$ cat config.mk
export PLATFORM = sky130hd
export DESIGN_NAME = rgb_fade_pwm
export DESIGN_NICKNAME = d
export VERILOG_FILES = /design/src/rtl/rgb_fade_pwm.sv
export SDC_FILE = /design/constraint.sdc
export NUM_CORES = 1
export LEC_CHECK = 0
export BUFFER_PORTS_ARGS = -buffer_cell sky130_fd_sc_hd__buf_2
export CORE_MARGIN = 4
export CORE_UTILIZATION = 40
export CTS_CLUSTER_SIZE = 14
export DETAILED_ROUTE_END_ITERATION = 10
export PLACE_DENSITY_LB_ADDON = 0.15
export SLEW_MARGIN = 15
export SYNTH_ARGS = -nofsm -noshare
export SYNTH_HDL_FRONTEND = slang
export SYNTH_SLANG_ARGS = --single-unit
$ cat constraint.sdc
create_clock -name clk -period 3.3 [get_ports clk]
set_clock_uncertainty 0.2 [all_clocks]
set_input_delay 0.66 -clock clk [delete_from_list [all_inputs] [get_ports clk]]
set_output_delay 0.66 -clock clk [all_outputs]
set_load 0.05 [all_outputs]
$ cat src/rtl/rgb_fade_pwm.sv
// rgb_fade_pwm: per-channel PWM duty generator (static, linear fade, breathe, off) feeding
// the SB_RGBA_DRV PWM inputs. Duty is latched only at the period wrap, so edges never glitch.
module rgb_fade_pwm #(
   parameter int NCH   = 3,
   parameter int PWM_W = 8,
   parameter int DIV_W = 16,
   localparam int CH_W = (NCH > 1) ? $clog2(NCH) : 1
) (
   input  logic             clk,
   input  logic             rst_n,
   input  logic             cfg_valid,
   output logic             cfg_ready,
   input  logic [CH_W-1:0]  cfg_ch,
   input  logic [1:0]       cfg_mode,
   input  logic [PWM_W-1:0] cfg_level,
   input  logic [DIV_W-1:0] cfg_div,
   output logic             cfg_err,
   output logic [NCH-1:0]   pwm_out,
   output logic [NCH-1:0]   busy,
   output logic [NCH-1:0]   done
);

   localparam logic [1:0] MODE_STATIC  = 2'b00;
   localparam logic [1:0] MODE_FADE    = 2'b01;
   localparam logic [1:0] MODE_BREATHE = 2'b10;
   localparam logic [1:0] MODE_OFF     = 2'b11;

   localparam logic [PWM_W-1:0] CNT_MAX = '1;
   localparam logic [PWM_W-1:0] ONE     = PWM_W'(1);

   typedef enum logic [1:0] {StIdle, StFade, StBrUp, StBrDn} state_e;

   logic [PWM_W-1:0] cnt;
   logic [PWM_W-1:0] cur     [NCH];
   logic [PWM_W-1:0] duty    [NCH];
   logic [PWM_W-1:0] tgt     [NCH];
   logic [PWM_W-1:0] pk      [NCH];
   logic [DIV_W-1:0] div_cnt [NCH];
   logic [DIV_W-1:0] div_lim [NCH];
   state_e           state   [NCH];

   logic             accept;
   logic             ch_ok;
   logic [DIV_W-1:0] div_eff;

   assign accept  = cfg_valid && cfg_ready;
   assign ch_ok   = int'(cfg_ch) < NCH;
   assign div_eff = (cfg_div == '0) ? DIV_W'(1) : cfg_div;

   always_ff @(posedge clk or negedge rst_n) begin
      if (!rst_n) begin
         cnt       <= '0;
         cfg_ready <= 1'b0;
         cfg_err   <= 1'b0;
         pwm_out   <= '0;
         busy      <= '0;
         done      <= '0;
         for (int i = 0; i < NCH; i++) begin
            cur[i]     <= '0;
            duty[i]    <= '0;
            tgt[i]     <= '0;
            pk[i]      <= '0;
            div_cnt[i] <= '0;
            div_lim[i] <= DIV_W'(1);
            state[i]   <= StIdle;
         end
      end else begin
         cnt       <= cnt + ONE;
         cfg_ready <= 1'b1;
         cfg_err   <= accept && !ch_ok;
         for (int i = 0; i < NCH; i++) begin
            pwm_out[i] <= cnt < duty[i];
            // Latch the pre-tick cur so a same-cycle step lands in the next period
            if (cnt == CNT_MAX) duty[i] <= cur[i];
            done[i] <= 1'b0;
            if (accept && ch_ok && int'(cfg_ch) == i) begin
               div_cnt[i] <= '0;
               div_lim[i] <= div_eff;
               unique case (cfg_mode)
                  MODE_STATIC: begin
                     cur[i]   <= cfg_level;
                     state[i] <= StIdle;
                     busy[i]  <= 1'b0;
                  end
                  MODE_FADE: begin
                     tgt[i] <= cfg_level;
                     if (cur[i] == cfg_level) begin
                        state[i] <= StIdle;
                        busy[i]  <= 1'b0;
                        done[i]  <= 1'b1;
                     end else begin
                        state[i] <= StFade;
                        busy[i]  <= 1'b1;
                     end
                  end
                  MODE_BREATHE: begin
                     pk[i] <= cfg_level;
                     if (cfg_level == '0) begin
                        cur[i]   <= '0;
                        state[i] <= StIdle;
                        busy[i]  <= 1'b0;
                     end else begin
                        state[i] <= (cur[i] >= cfg_level) ? StBrDn : StBrUp;
                        busy[i]  <= 1'b1;
                     end
                  end
                  MODE_OFF: begin
                     cur[i]   <= '0;
                     state[i] <= StIdle;
                     busy[i]  <= 1'b0;
                  end
               endcase
            end else if (state[i] != StIdle) begin
               if (div_cnt[i] == div_lim[i] - DIV_W'(1)) begin
                  div_cnt[i] <= '0;
                  case (state[i])
                     StFade: begin
                        if (cur[i] < tgt[i]) begin
                           cur[i] <= cur[i] + ONE;
                           if (cur[i] + ONE == tgt[i]) begin
                              state[i] <= StIdle;
                              busy[i]  <= 1'b0;
                              done[i]  <= 1'b1;
                           end
                        end else begin
                           cur[i] <= cur[i] - ONE;
                           if (cur[i] - ONE == tgt[i]) begin
                              state[i] <= StIdle;
                              busy[i]  <= 1'b0;
                              done[i]  <= 1'b1;
                           end
                        end
                     end
                     StBrUp: begin
                        if (cur[i] >= pk[i]) begin
                           cur[i]   <= cur[i] - ONE;
                           state[i] <= StBrDn;
                        end else begin
                           cur[i] <= cur[i] + ONE;
                           if (cur[i] + ONE == pk[i]) state[i] <= StBrDn;
                        end
                     end
                     StBrDn: begin
                        if (cur[i] == '0) begin
                           cur[i]   <= ONE;
                           state[i] <= StBrUp;
                        end else begin
                           cur[i] <= cur[i] - ONE;
                           if (cur[i] == ONE) state[i] <= StBrUp;
                        end
                     end
                     default: ;
                  endcase
               end else begin
                  div_cnt[i] <= div_cnt[i] + DIV_W'(1);
               end
            end
         end
      end
   end

endmodule

==> impl.org <==
** Run status
- The run finished with clean final reports.

** Detailed routing
- Via-per-instance ratio :: 5.568
- Count of unresolved DRC violations after routing :: 0
- Final WL :: 48980 um
- Number of DRC markers in iteration 0 :: 1079
- For this run, the detailed router's first-pass iteration total came to 5.
- The detailed router placed 14380 vias in this run.
- After detailed routing, the average wire length per cell comes to 18.97 um.
- The count of nets left with antenna violations once routing finished came out at 0.

** Global routing
- The via count of the first global-routing pass came to 14140.
- For this run, the total global-route usage over all layers was measured as 0.2207.
- The initial antenna violation count came to 1.
- Maximum number of pins on one net before global-route repair :: 74
- After global routing the overflow that remains totals 0.
- Global-route wire length before repair :: 79180 um

** Worst hold path
- Min-Delay Path Class :: primary input to register
- Hold-critical path depth :: 3

** Power
- IR analysis of the VDD net gives a maximum drop of 0.0003052 V.
- Total power consumption of the routed design :: 13170 uW
- In this run the static leakage power is 0.008516 uW.
- Power spread over the standard cell area amounts to 698.5 nW/um^2.

** Yosys
- Multiplexer share of the synthesized area :: 0.03102
- Mean instance size in the synthesized netlist :: 8.451 sq um
- Yosys Warn Count :: 0
- #FFs+latches synth :: 217
- Of the post-synthesis cell area, the dominant cell type holds 0.3311.
- Synthesized area :: 16180 sq um
- Of the total synthesized cell area, the portion taken by XOR and XNOR cells is 0.09638.
- Synthesis handed over a netlist of 1914 instances.
- Post-Synth Adder-Cell Area :: 0.09653
- In the post-synthesis netlist, the cell with the most instances is sky130_fd_sc_hd__nand2_1.
- Asr flop ratio synth :: 1.000
- For this run, the register share of the synthesized area comes to 0.3359.
- When the netlist entered floorplanning its net count stood at 2069.
- Of all cell types, the one taking the most synthesized area is sky130_fd_sc_hd__dfrtp_1.
- The netlist uses 90 different library cells.
- In this run, synthesis inferred 0 flip-flops with an integrated enable.
- Dominant register cell in the synthesized netlist :: sky130_fd_sc_hd__dfrtp_1
- Top post-synthesis cells by count :: sky130_fd_sc_hd__nand2_1, sky130_fd_sc_hd__dfrtp_1, sky130_fd_sc_hd__nor2_1, sky130_fd_sc_hd__o21ai_0, sky130_fd_sc_hd__ha_1
- Post-synthesis simple-gate area fraction :: 0.2244
- By area, the combinational part of the netlist is dominated by simple AND/OR/NAND/NOR gates.
- The area fraction in compound gates after synthesis is 0.1657.
- Cells taking the most area after synthesis :: sky130_fd_sc_hd__dfrtp_1, sky130_fd_sc_hd__ha_1, sky130_fd_sc_hd__nand2_1, sky130_fd_sc_hd__xnor2_1, sky130_fd_sc_hd__o21ai_0

** Setup path
- The most critical setup path has its startpoint at div_lim[4].
- Setup CP Type :: register to register
- In this run the critical register-to-register path is launched from div_lim[4].
- End of the worst register-to-register path :: div_cnt[7]
- In this run the register-to-register setup slack is 0.16 ns.
- Of all nets on the critical path, the largest fanout is 13.
- In this design, the critical path's most frequently occurring cell is sky130_fd_sc_hd__buf_4.
- The worst setup path is captured at a register.
- Largest stage delay on the critical path :: 0.54 ns
- Data arrival time of the worst path :: 3.39 ns
- The signal on the critical path passes through buf_4 > or4_1 > or3_1 > a21o_1 > a31o_2 > nand4_1 > buf_4 > o21ai_1 > buf_4 > o41ai_1.
- Highest-delay cell along the critical path :: sky130_fd_sc_hd__or4_1
- In this run the worst setup path terminates at div_cnt[7].
- At the worst endpoint, the required time is 3.55 ns.
- STA classifies the critical path startpoint as a register.
- Register-to-Register Path Depth :: 10

** Placement
- Port-buffer cells :: 41
- Post-DP HPWL :: 36880 um
- Post-Place Setup Slack :: 0.02352 ns
- The placed instances occupy a cell area of 17800 sq um.
- Global placement routability congestion :: 0.9159

** CTS
- In this run, CTS created clock tree buffers numbering 27.
- After clock tree synthesis, the clock-pin slew on the worst setup and hold paths is 0.06 ns.
- Worst-skew pair later-pin latency :: 0.56 ns
- CTS built an H-tree with a depth of 1.
- In this run the deepest clock path goes through 3 buffers.
- TritonCTS clock tree :: built
- The clock net in this run drives a total of 217 sinks.
- CTS placed an instance of sky130_fd_sc_hd__clkbuf_16 at the clock tree root.

** Flow run
- The tool flagged a number of max-cap violations equal to 0.

** Cells and area
- Post-Route Utilization :: 0.4736
- Ant. Diodes :: 0
- The layout has 3947 filler cells.
- Ratio of cells with drive above 1 in the final layout :: 0.1507
- From synthesis to final layout, the design area changed by 16.60%.
- For this run, the post-layout net count is 2192.
- The finished cells cover 18860 sq um.

** Timing
- Count of endpoints failing hold in the final timing report :: 0
- Tightest Pin Transition :: 0.8241 ns
- RSZ-0062 raised after global routing :: true
- Final critical-path share of the clock period :: 0.9522
- WHS :: 0.1798 ns
- Final Setup Violations :: 0
- Final min period :: 3.142 ns
- Normalized max-slew margin :: 0.4434
- Across all setup checks in the final design, the least slack found is 0.1577 ns.
- Static timing analysis puts the maximum clock frequency at 0.3182 GHz.
- The total count of max-transition violations in the final report came to 0.

** Die
- Row count :: 73
- Chip Height :: 209.1 um
- The core region is 39820 sq um.
- Ports :: 42
- Horizontal extent of the die :: 209.1 um
- Starting utilization of the core area :: 0.4062
- The floorplan step defined a die boundary enclosing 43720 sq um.
critical path, delay by kind of cell (launching register included):
| family | cells | cell delay (ns) |
|---|---|---|
| DFF | 1 | 0.38 |
| AOI/OAI and AO/OA | 4 | 0.82 |
| and+or+nand+nor | 3 | 1.11 |
| buffers and inverters | 3 | 0.51 |
what timing repair did:
item,CTS,global route
pin swaps,0,7
hold buffers,1,0
setup endpoints to repair,1,57
hold endpoints to repair,67,0
setup buffers,0,2
resized for setup,1,29
through the flow:
stage / cells / TNS (ns)
2_1_floorplan: 1914 / 0
3_3_place_gp: 2530 / 0
3_5_place_dp: 2530 / 0
4_1_cts: 2580 / 0
5_1_grt: 2582 / -0.02921
6_report: 2582 / 0
worst min-delay path by stage:
stage | startpoint | end | slack [ns]
final | cfg_div[8] | div_lim[8] | 0.18
after global routing | cfg_div[13] | div_lim[13] | 0.17
after CTS | cfg_div[8] | div_lim[8] | 0.15
after detailed placement | tgt[19] | tgt[19] | 0.27
after global placement | duty[1] | duty[1] | 0.26
after floorplan | rst_n | busy[0] | 0.16
cell type report:
class                           count  area [sq um]  share of cell area
Clock buffer                       39         780.7             0.04140
Clock inverter                     10         128.9            0.006833
Inverter                          117         439.2             0.02329
Multi-Input combinational cell   1490         10050              0.5331
Sequential cell                   217          5435              0.2882
Tap cell                          525         656.9             0.03483
Timing Repair Buffer              184          1365             0.07238
power breakdown:
part | internal, uW | switching, uW | total (uW)
Sequential | 3100 | 652 | 3750
Combinational | 2840 | 3510 | 6360
Clock | 1860 | 1200 | 3070
cells in the final DEF (no fill, tap or decap), drive strengths merged, types with 17 or more instances in the layout:
cell | netlist | final
dfrtp | 214 | 214
inv | 114 | 115
a21o | 25 | 25
a21oi | 67 | 67
a211oi | 17 | 17
buf | 26 | 183
nor2 | 129 | 129
and3 | 26 | 26
nand2 | 279 | 279
xor2 | 65 | 65
nand4 | 30 | 30
nand2b | 34 | 34
nor2b | 25 | 25
mux2 | 25 | 25
o211ai | 18 | 18
nor3 | 46 | 46
clkbuf | 64 | 39
nand3 | 55 | 55
mux2i | 22 | 22
o21ai | 141 | 141
a31oi | 20 | 20
xnor2 | 113 | 113
ha | 124 | 124
nor4 | 31 | 31
flip-flops by register name (all words and copies together) (netlist names):
| register | count |
|---|---|
| tgt | 24 |
| duty | 24 |
| cfg_ready | 1 |
| pwm_out | 3 |
| busy | 3 |
| pk | 24 |
| div_lim | 48 |
| cur | 24 |
| div_cnt | 48 |
| cfg_err | 1 |
| cnt | 8 |
| done | 3 |
| state | 6 |
kinds of logic after synthesis:
family / after synthesis
AOI/OAI and AO/OA: 407
xor gates and xnor gates: 178
adders and majority gates: 125
buffers and inverters: 207
DFF: 217
muxes: 47
other: 1
and+or+nand+nor: 732
layer usage:
| metal | GRT usage | routed length [um] | vias up |
|---|---|---|---|
| met5 | 0 | 0 | - |
| met3 | 0.02492 | 2343 | 84 |
| li1 | - | - | 6986 |
| met4 | 0.06188 | 1333 | 0 |
| met1 | 0.3133 | 22640 | 6966 |
| met2 | 0.3582 | 22660 | 341 |
(Power assumes the default switching activity.)
